==> config.mk <==
export PLATFORM = sky130hd
export DESIGN_NAME = two_bit_full_adder
export DESIGN_NICKNAME = d
export VERILOG_FILES = /design/src/rtl/two_bit_full_adder.sv
export SDC_FILE = /design/constraint.sdc
export NUM_CORES = 1
export LEC_CHECK = 0
export BUFFER_PORTS_ARGS = -buffer_cell sky130_fd_sc_hd__buf_2
export CAP_MARGIN = 20
export CORE_AREA = 2 2 39 41
export DETAILED_ROUTE_END_ITERATION = 12
export DIE_AREA = 0 0 41 43
export GPL_TIMING_DRIVEN = 0
export HOLD_SLACK_MARGIN = 0.02
export SLEW_MARGIN = 20
export SYNTH_ARGS = -nofsm -noshare
export SYNTH_HDL_FRONTEND = slang
export SYNTH_SLANG_ARGS = --single-unit
==> constraint.sdc <==
create_clock -name clk -period 0.8 [get_ports clk]
set_input_delay 0.16 -clock clk [delete_from_list [all_inputs] [get_ports clk]]
set_output_delay 0.16 -clock clk [all_outputs]
set_load 0.05 [all_outputs]
==> src/rtl/two_bit_full_adder.sv <==
// two_bit_full_adder: 2-bit unsigned ripple-carry adder made of two 1-bit
// full-adder stages. The 3-bit result {cout,s_1,s_0} is either registered
// (one-cycle latency, async active-low reset) or purely combinational.
module two_bit_full_adder #(
    parameter int OUT_REG = 1
) (
    input  logic clk,
    input  logic rst_n,
    input  logic a_0,
    input  logic b_0,
    input  logic a_1,
    input  logic b_1,
    output logic s_0,
    output logic s_1,
    output logic cout
);

    // Operands gathered into vectors so the stages can be generated uniformly.
    logic [1:0] a_v;
    logic [1:0] b_v;
    logic [1:0] sum_c;
    logic [2:0] carry;

    assign a_v = {a_1, a_0};
    assign b_v = {b_1, b_0};

    // The LSB stage has no incoming carry.
    assign carry[0] = 1'b0;

    genvar gi;
    generate
        for (gi = 0; gi < 2; gi++) begin : g_stage
            // One full adder: sum is the parity of its three inputs, carry
            // is generated by a&b or propagated from carry-in when a^b.
            assign sum_c[gi]     = a_v[gi] ^ b_v[gi] ^ carry[gi];
            assign carry[gi + 1] = (a_v[gi] & b_v[gi])
                                 | (carry[gi] & (a_v[gi] ^ b_v[gi]));
        end
    endgenerate

    // Combinational 3-bit result; cout is the carry out of the MSB stage.
    logic [2:0] result_d;

    // Assemble the unregistered result word from the ripple chain.
    always_comb begin
        result_d = {carry[2], sum_c[1], sum_c[0]};
    end

    generate
        if (OUT_REG != 0) begin : g_registered
            logic [2:0] result_q;

            // Output register: cleared immediately on reset, otherwise
            // captures the new sum every rising edge (no enable, no handshake).
            always_ff @(posedge clk or negedge rst_n) begin
                if (!rst_n) begin
                    result_q <= 3'b000;
                end else begin
                    result_q <= result_d;
                end
            end

            assign {cout, s_1, s_0} = result_q;
        end else begin : g_comb
            // Clock and reset have no function in the combinational build.
            logic unused_clk_rst;
            assign unused_clk_rst = clk ^ rst_n;

            assign {cout, s_1, s_0} = result_d;
        end
    endgenerate

endmodule

==> results.ini, run 1 <==
[run_status]
outcome=finished with violations
violations=setup timing

[job]
maxCapViolations=0

[yosys]
synth_nets=18
yosysWarnings=0
seq_area_frac_synth=0.594
syn-instance-count=10
syn_area_um2=126
ys_ff_latch=3
syn_area_per_cell_um2=12.6
yosysUniqueCellTypes=4

[pwr]
p_leak_nw=0.136
vdd_ir_drop_max_mv=0.298
power.density_mw_per_mm2=2190

[floorplanning]
die_width_um=41
die_area_mm2=0.00176
core_mm2=0.00138
ios=9
num_rows=14
die-height_um=43
start_util=0.0913

[placed_design]
gp_congestion=0.556
port-buffer-count=8
post-place-ws_ns=-0.260

[setup_path]
path_cells=buf_6
crit_type=flip-flop to output pin
cp_data_required_time_ns=0.64
crit_path_top_delay_cell=dfrtp_1
cp.arrival_ns=0.76
worstSetupStartpointType=flip-flop
endpoint_kind=output pin
cp_top_family=flip-flops
slowest_delay_ns=0.37
cp_max_fo=1
cp_num_buf_inv=1

[finish]
reg_top3=g_registered.result_q (3)
drive_gt1_frac=0.565
largest_register_ffs=3
area_growth_pct=111
finalNetCount=32
max_flop_register=g_registered.result_q
fillers=154
final_common_cell=buf_6
most-common-layout-cells=buf_6 (5), inv_1 (4), clkbuf_4 (3), dfrtp_1 (3), buf_2 (3)
antennaDiodeCount=0

[sta]
fin_ws_ns=-0.117
period_share=1.15
rsz0062_at_grt=yes
hold_slack_ns=0.141
hold_viol_final=0
max_freq_mhz=1090
setup_viol=3
finalMaxSlewViolations=0
period_needed_ns=0.917
relSlewSlack=0.928
tightest_slew_ns=0.108
fin_setup_tns_ns=-0.322

[cts]
cts-root-buf=clkbuf_4
htree_levels=1
cts_tree=yes
cts.sinks=3
cts_buffer_depth=2
cts_made_buffers=3
path_clk_slew_ns=0.04

[drt]
routed-via-count=100
drt-initial-drc-count=0
via_per_inst=2.56
drtAntennaViolNets=0
firstDrtPassIters=1
totalWireLength_um=274
wire_per_inst_um=7.03
drc=0

[grt]
grt_pass1_vias=126
grt_pass1_wl_um=441
grt-ovfl-total=0
grt_max_degree=4
globalRouteTotalUtil=0.0504
antenna_found_initial=0

[min_path]
min_path_type=input pin to flip-flop

## layout make-up
type	instances	area, um2	area share
well taps	16	20.0	0.0751
clock buffers	4	26.3	0.0986
repair buffers	9	81.3	0.305
inverters	5	18.8	0.0704
flip-flops and latches	3	75.1	0.282
multi-input cells	2	45.0	0.169
## Yosys cell counts
master	instances	share of area
ha_1	1	0.099
fa_1	1	0.16
dfrtp_1	3	0.59
inv_1	5	0.15
## layer usage
layer,share of wire,track usage,vias to the layer above
met2,0.39,0.0469,9
met3,0.20,0.0628,2
met5,0,0,-
met4,0.022,0.0800,0
met1,0.38,0.0358,38
li1,-,-,51
## through the flow
stage | utilization | cell area [um2] | cells | power (mW)
finish | 0.193 | 267 | 39 | 0.585
global route | 0.193 | 267 | 39 | 0.625
CTS | 0.193 | 267 | 39 | 0.603
detailed placement | 0.144 | 199 | 34 | 0.295
global placement | 0.144 | 199 | 34 | 0.291
floorplan | - | 139 | 10 | 0.255
## path summary, 6_finish.rpt
kind,start,to,cells after the start
max in group asynchronous,rst_n,g_registered.result_q[1]$_DFF_PN0_,2
min in group asynchronous,rst_n,g_registered.result_q[0]$_DFF_PN0_,2
worst max-delay path,g_registered.result_q[0]$_DFF_PN0_,s_0,1
worst min-delay path,a_0,g_registered.result_q[0]$_DFF_PN0_,2
## power by group
part           internal (mW)  switching (mW)
clock                  0.187          0.0730
sequential             0.170         0.00839
combinational         0.0607          0.0867
total                  0.417           0.168
## repair_timing
| item | CTS | global route |
|---|---|---|
| gates resized for setup | 8 | 0 |
| hold endpoints to repair | 3 | 0 |
| pin swaps | 1 | 1 |
| hold buffers | 1 | 0 |
| setup buffers | 0 | 0 |
| setup endpoints to repair | 4 | 4 |
## kinds of logic (layout without fill, tap and decap cells)
kind of cell | count (synthesis) | in the layout | synth area share
buffers and inverters | 5 | 18 | 0.149
DFF | 3 | 3 | 0.594
adders and majority gates | 2 | 2 | 0.257
No activity file was read; power rests on OpenSTA's default activity.
==> inputs of run 2 (changes only) <==
==> constraint.sdc (replaced) <==
create_clock -name clk -period 1.19 [get_ports clk]
set_input_delay 0.2975 -clock clk [delete_from_list [all_inputs] [get_ports clk]]
set_output_delay 0.2975 -clock clk [all_outputs]
set_load 0.05 [all_outputs]
==> run 2 against run 1 <==
  * The flow now finishes without violations
  * Cell area fell by 16%
  * Hold slack better by 0.17 ns
  * Clock-buffer cell count unchanged
  * Cell count stayed put
  * Die area unchanged
  * Routed wire length decreased by 9.5%
  * Global-route usage decreased by 0.50 points
  * Critical path type unchanged
  * Largest cell class is now flip-flops and latches
==> results.ini, run 2 (same netlist as run 1, synthesis figures left out) <==
[grt]
globalRouteMet3Util=0.0157  ; -0.0471
globalRouteTotalUtil=0.0454  ; -0.00504
grt_pass1_wl_um=393  ; -11%
grtUsageMet2=0.0344  ; -0.0125
grt-ovfl-total=0  ; unchanged
top_usage_layer=met4
grtUsageMet1=0.0423  ; +0.00651
antenna_found_initial=0  ; unchanged
grt_pass1_vias=107  ; -15%
grt_max_degree=4  ; unchanged

[min_path]
min_path_type=input pin to flip-flop
holdPathEnd=g_registered.result_q[0]$_DFF_PN0_
hp-start=b_0
whs_path_depth=2  ; unchanged

[sta]
period_needed_ns=1.09
relSlewSlack=0.834  ; -0.0941
fin_setup_tns_ns=0  ; +0.322 ns
period_share=0.918
setup_viol=0  ; -3
max_freq_mhz=915
fin_ws_ns=0.0974  ; +0.215 ns
hold_viol_final=0  ; unchanged
hold_slack_ns=0.308  ; +0.166 ns
rsz0062_at_grt=no
finalMaxSlewViolations=0  ; unchanged
tightest_slew_ns=0.251  ; +0.143 ns

[setup_path]
cp_top_family=flip-flops
cp_data_required_time_ns=0.89  ; +0.25 ns
slowest_delay_ns=0.31  ; -0.06 ns
worstSetupStartpointType=flip-flop
cp.arrival_ns=0.80  ; +0.04 ns
crit_path_top_delay_cell=dfrtp_1
cp_max_fo=1  ; unchanged
path_cells=buf_2
crit_type=flip-flop to output pin
endpoint_kind=output pin
cp_num_buf_inv=1  ; unchanged

[floorplanning]
num_rows=14  ; unchanged
die_width_um=41  ; unchanged
core_mm2=0.00138  ; unchanged
start_util=0.0913  ; unchanged
ios=9  ; unchanged
die-height_um=43  ; unchanged
die_area_mm2=0.00176  ; unchanged

[drt]
drtAntennaViolNets=0  ; unchanged
firstDrtPassIters=1  ; unchanged
via_per_inst=2.56  ; unchanged
drc=0  ; unchanged
drt-initial-drc-count=0  ; unchanged
routed-via-count=100  ; unchanged
totalWireLength_um=248  ; -9.5%
wire_per_inst_um=6.36  ; -9.5%

[finish]
reg_top3=g_registered.result_q (3)
drive_gt1_frac=0.478  ; -0.0870
most-common-layout-cells=buf_2 (8), inv_1 (5), clkbuf_4 (3), dfrtp_1 (3)
final_cell_area_um2=223  ; -16%
largest_register_ffs=3  ; unchanged
final_common_cell=buf_2
max_flop_register=g_registered.result_q
antennaDiodeCount=0  ; unchanged
area_growth_pct=76.2
finalNetCount=32  ; unchanged
fin_cells=39  ; unchanged

[placed_design]
post-place-ws_ns=0.0164  ; +0.277 ns
port-buffer-count=8  ; unchanged
place_inst=34  ; unchanged
placed_area_um2=186  ; -6.3%
gp_congestion=0.506  ; -8.9%

[pwr]
power.density_mw_per_mm2=1670  ; -24%
vdd_ir_drop_max_mv=0.275  ; -7.6%
p_leak_nw=0.126  ; -7.2%

[cts]
path_clk_slew_ns=0.04  ; about the same
cts_buffer_depth=2  ; unchanged
postCtsSetupRepairBufs=0  ; unchanged
htree_levels=1  ; unchanged
cts.sinks=3  ; unchanged
cts-root-buf=clkbuf_4
cts_made_buffers=3  ; unchanged
cts_tree=yes

[job]
maxCapViolations=0  ; unchanged

[run_status]
outcome=finished clean

## run 2: cell counts in the layout (fill, tap and decap cells not counted)
No cell type changed its count.
## run 2: final cells by class
cell class | count | area [um2]
fillers | 161 | 1160
flip-flops and latches | 3 | 75.1
repair buffers | 9 | 50.0
multi-input cells | 2 | 32.5
clock buffers | 4 | 26.3
well taps | 16 | 20.0
inverters | 5 | 18.8
## run 2: through the flow
step | util | total power [mW]
after floorplan | - | 0.170
after global placement | 0.135 | 0.193
after detailed placement | 0.135 | 0.194
after CTS | 0.161 | 0.383
after global routing | 0.161 | 0.398
final | 0.161 | 0.372
## run 2: routing by layer
metal	part of all wire	up-vias
li1	-	51
met1	0.42	37
met2	0.35	10
met3	0.14	2
met4	0.077	0
met5	0	-
## run 2: how the worst max path moves through the flow
stage	start	end	slack, ns	depth (start not counted)
4_1_cts	g_registered.result_q[2]$_DFF_PN0_	cout	0.08	1
3_3_place_gp	a_0	g_registered.result_q[1]$_DFF_PN0_	0.02	5
6_report	g_registered.result_q[2]$_DFF_PN0_	cout	0.1	1
5_1_grt	g_registered.result_q[1]$_DFF_PN0_	s_1	0.05	1
2_1_floorplan	a_0	g_registered.result_q[1]$_DFF_PN0_	0.12	4
3_5_place_dp	a_0	g_registered.result_q[1]$_DFF_PN0_	0.02	5
## run 2: timing repair
item / CTS / global route
endpoints found under the hold margin: 3 / 0
resized for setup: 0 / 0
hold buffers: 1 / 0
## run 2: power breakdown
group          total, mW  internal, mW  leakage (nW)  switching [mW]
sequential         0.116         0.114        0.0356         0.00223
clock              0.178         0.126        0.0150          0.0524
combinational     0.0783        0.0213        0.0758          0.0570
==> inputs of run 3 (changes only) <==
ABC_CLOCK_PERIOD_IN_PS = 1190   (was default)
CTS_BUF_LIST = sky130_fd_sc_hd__clkbuf_16   (was default)
==> run 3 against run 2 <==
  * Sequential share of layout area down 6.4 points
  * Sequential power about the same
  * Clock-buffer cell count decreased by 1
  * Cell area increased by 24%
  * Cell count stayed put
  * Global-route usage is 0.10 points higher
  * Largest cell class is now clock buffers and inverters
  * Total power is 92% higher
  * Sequential cell count did not move
  * Via count is 6.0% higher
  * Fmax rose by 1.0%
  * Die area unchanged
==> results.ini, run 3 (same netlist as run 1, synthesis figures left out) <==
[run_status]
outcome=finished clean

[finish]
drive_gt1_frac=0.478  ; unchanged
final_common_cell=buf_2
fillers=154  ; -4.3%
max_flop_register=g_registered.result_q
antennaDiodeCount=0  ; unchanged
area_growth_pct=118
most-common-layout-cells=buf_2 (8), inv_1 (6), clkbuf_16 (3), dfrtp_1 (3)
largest_register_ffs=3  ; unchanged
finalNetCount=32  ; unchanged
reg_top3=g_registered.result_q (3)

[setup_path]
cp_num_buf_inv=1  ; unchanged
cp.arrival_ns=0.78  ; -0.02 ns
slowest_delay_ns=0.31  ; about the same
endpoint_kind=output pin
crit_path_top_delay_cell=dfrtp_1
cp_data_required_time_ns=0.89  ; about the same
path_cells=buf_2
cp_max_fo=1  ; unchanged
cp_top_family=flip-flops
worstSetupStartpointType=flip-flop
crit_type=flip-flop to output pin

[sta]
finalMaxSlewViolations=0  ; unchanged
period_share=0.909  ; -0.00943
rsz0062_at_grt=no
period_needed_ns=1.08  ; -0.0112 ns
relSlewSlack=0.834  ; about the same
tightest_slew_ns=0.251  ; -0.0000151 ns
fin_setup_tns_ns=0  ; unchanged
max_freq_mhz=925  ; +1.0%
fin_ws_ns=0.109  ; +0.0112 ns
setup_viol=0  ; unchanged
hold_viol_final=0  ; unchanged

[floorplanning]
num_rows=14  ; unchanged
core_mm2=0.00138  ; unchanged
start_util=0.0913  ; unchanged
die_area_mm2=0.00176  ; unchanged
die-height_um=43  ; unchanged
die_width_um=41  ; unchanged
ios=9  ; unchanged

[drt]
drtAntennaViolNets=0  ; unchanged
wire_per_inst_um=6.62  ; +4.0%
routed-via-count=106  ; +6.0%
drc=0  ; unchanged
firstDrtPassIters=3  ; +2
via_per_inst=2.72  ; +6.0%
drt-initial-drc-count=1  ; +1
totalWireLength_um=258  ; +4.0%

[grt]
grt_pass1_vias=109  ; +1.9%
globalRouteTotalUtil=0.0464  ; +0.00101
grt_pass1_wl_um=407  ; +3.6%
grt_max_degree=4  ; unchanged
grt-ovfl-total=0  ; unchanged
antenna_found_initial=0  ; unchanged

[cts]
cts.sinks=3  ; unchanged
postCtsSetupRepairBufs=0  ; unchanged
path_clk_slew_ns=0.03  ; about the same
cts_tree=yes
htree_levels=1  ; unchanged
cts-root-buf=clkbuf_16
cts_hold_buf=1  ; unchanged
cts_made_buffers=3  ; unchanged
cts_resized=0  ; unchanged
cts_buffer_depth=2  ; unchanged

[pwr]
vdd_ir_drop_max_mv=0.624  ; +130%
p_leak_nw=0.154  ; +22%
power.density_mw_per_mm2=2590  ; +55%

[min_path]
holdPathEnd=g_registered.result_q[0]$_DFF_PN0_
hp-start=b_0
whs_path_depth=2  ; unchanged
min_path_type=input pin to flip-flop

[placed_design]
gp_congestion=0.506  ; unchanged
post-place-ws_ns=0.0164  ; unchanged
port-buffer-count=8  ; unchanged

[job]
maxCapViolations=0  ; unchanged

==> run 3: changes by cell type in the layout (fill, tap and decap cells not counted) <==
cell and change:
clkbuf_1 -1, clkbuf_4 -3, clkbuf_16 +3, inv_1 +1
==> run 3: worst max path at each step <==
stage	from	end	slack [ns]	cells after the start
3_5_place_dp	a_0	g_registered.result_q[1]$_DFF_PN0_	0.02	5
3_3_place_gp	a_0	g_registered.result_q[1]$_DFF_PN0_	0.02	5
6_report	g_registered.result_q[2]$_DFF_PN0_	cout	0.11	1
5_1_grt	g_registered.result_q[1]$_DFF_PN0_	s_1	0.07	1
2_1_floorplan	a_0	g_registered.result_q[1]$_DFF_PN0_	0.12	4
4_1_cts	g_registered.result_q[2]$_DFF_PN0_	cout	0.10	1
==> run 3: area by class of cell <==
type | count | area, um2 | share of cell area
clock inverter | 1 | 3.75 | 0.0136
clock buffer | 3 | 75.1 | 0.273
inverter | 5 | 18.8 | 0.0682
timing repair buffer | 9 | 50.0 | 0.182
tap | 16 | 20.0 | 0.0727
sequential | 3 | 75.1 | 0.273
multi-input combinational | 2 | 32.5 | 0.118
==> run 3: through the flow <==
step | total power, mW | cells | util | hold slack (ns) | instance area, um2
after global placement | 0.193 | 34 | 0.135 | 0.0902 | 186
after detailed placement | 0.194 | 34 | 0.135 | 0.0958 | 186
after global routing | 0.742 | 39 | 0.199 | 0.346 | 275
after floorplan | 0.170 | 10 | - | 0.00191 | 126
final | 0.714 | 39 | 0.199 | 0.319 | 275
after CTS | 0.726 | 39 | 0.199 | 0.315 | 275
==> run 3: where the power goes <==
part / leakage (nW) / switching, mW / total (mW) / internal (mW)
Clock: 0.0423 / 0.0867 / 0.520 / 0.433
Combinational: 0.0758 / 0.0571 / 0.0784 / 0.0213
Sequential: 0.0356 / 0.00232 / 0.116 / 0.114
==> run 3: per-layer routing <==
layer	vias to the layer above	GRT usage	wire [um]
met5	-	0	0
met4	0	0.120	19
met3	2	0.0157	34
met2	10	0.0344	90
met1	43	0.0456	113
li1	51	-	-
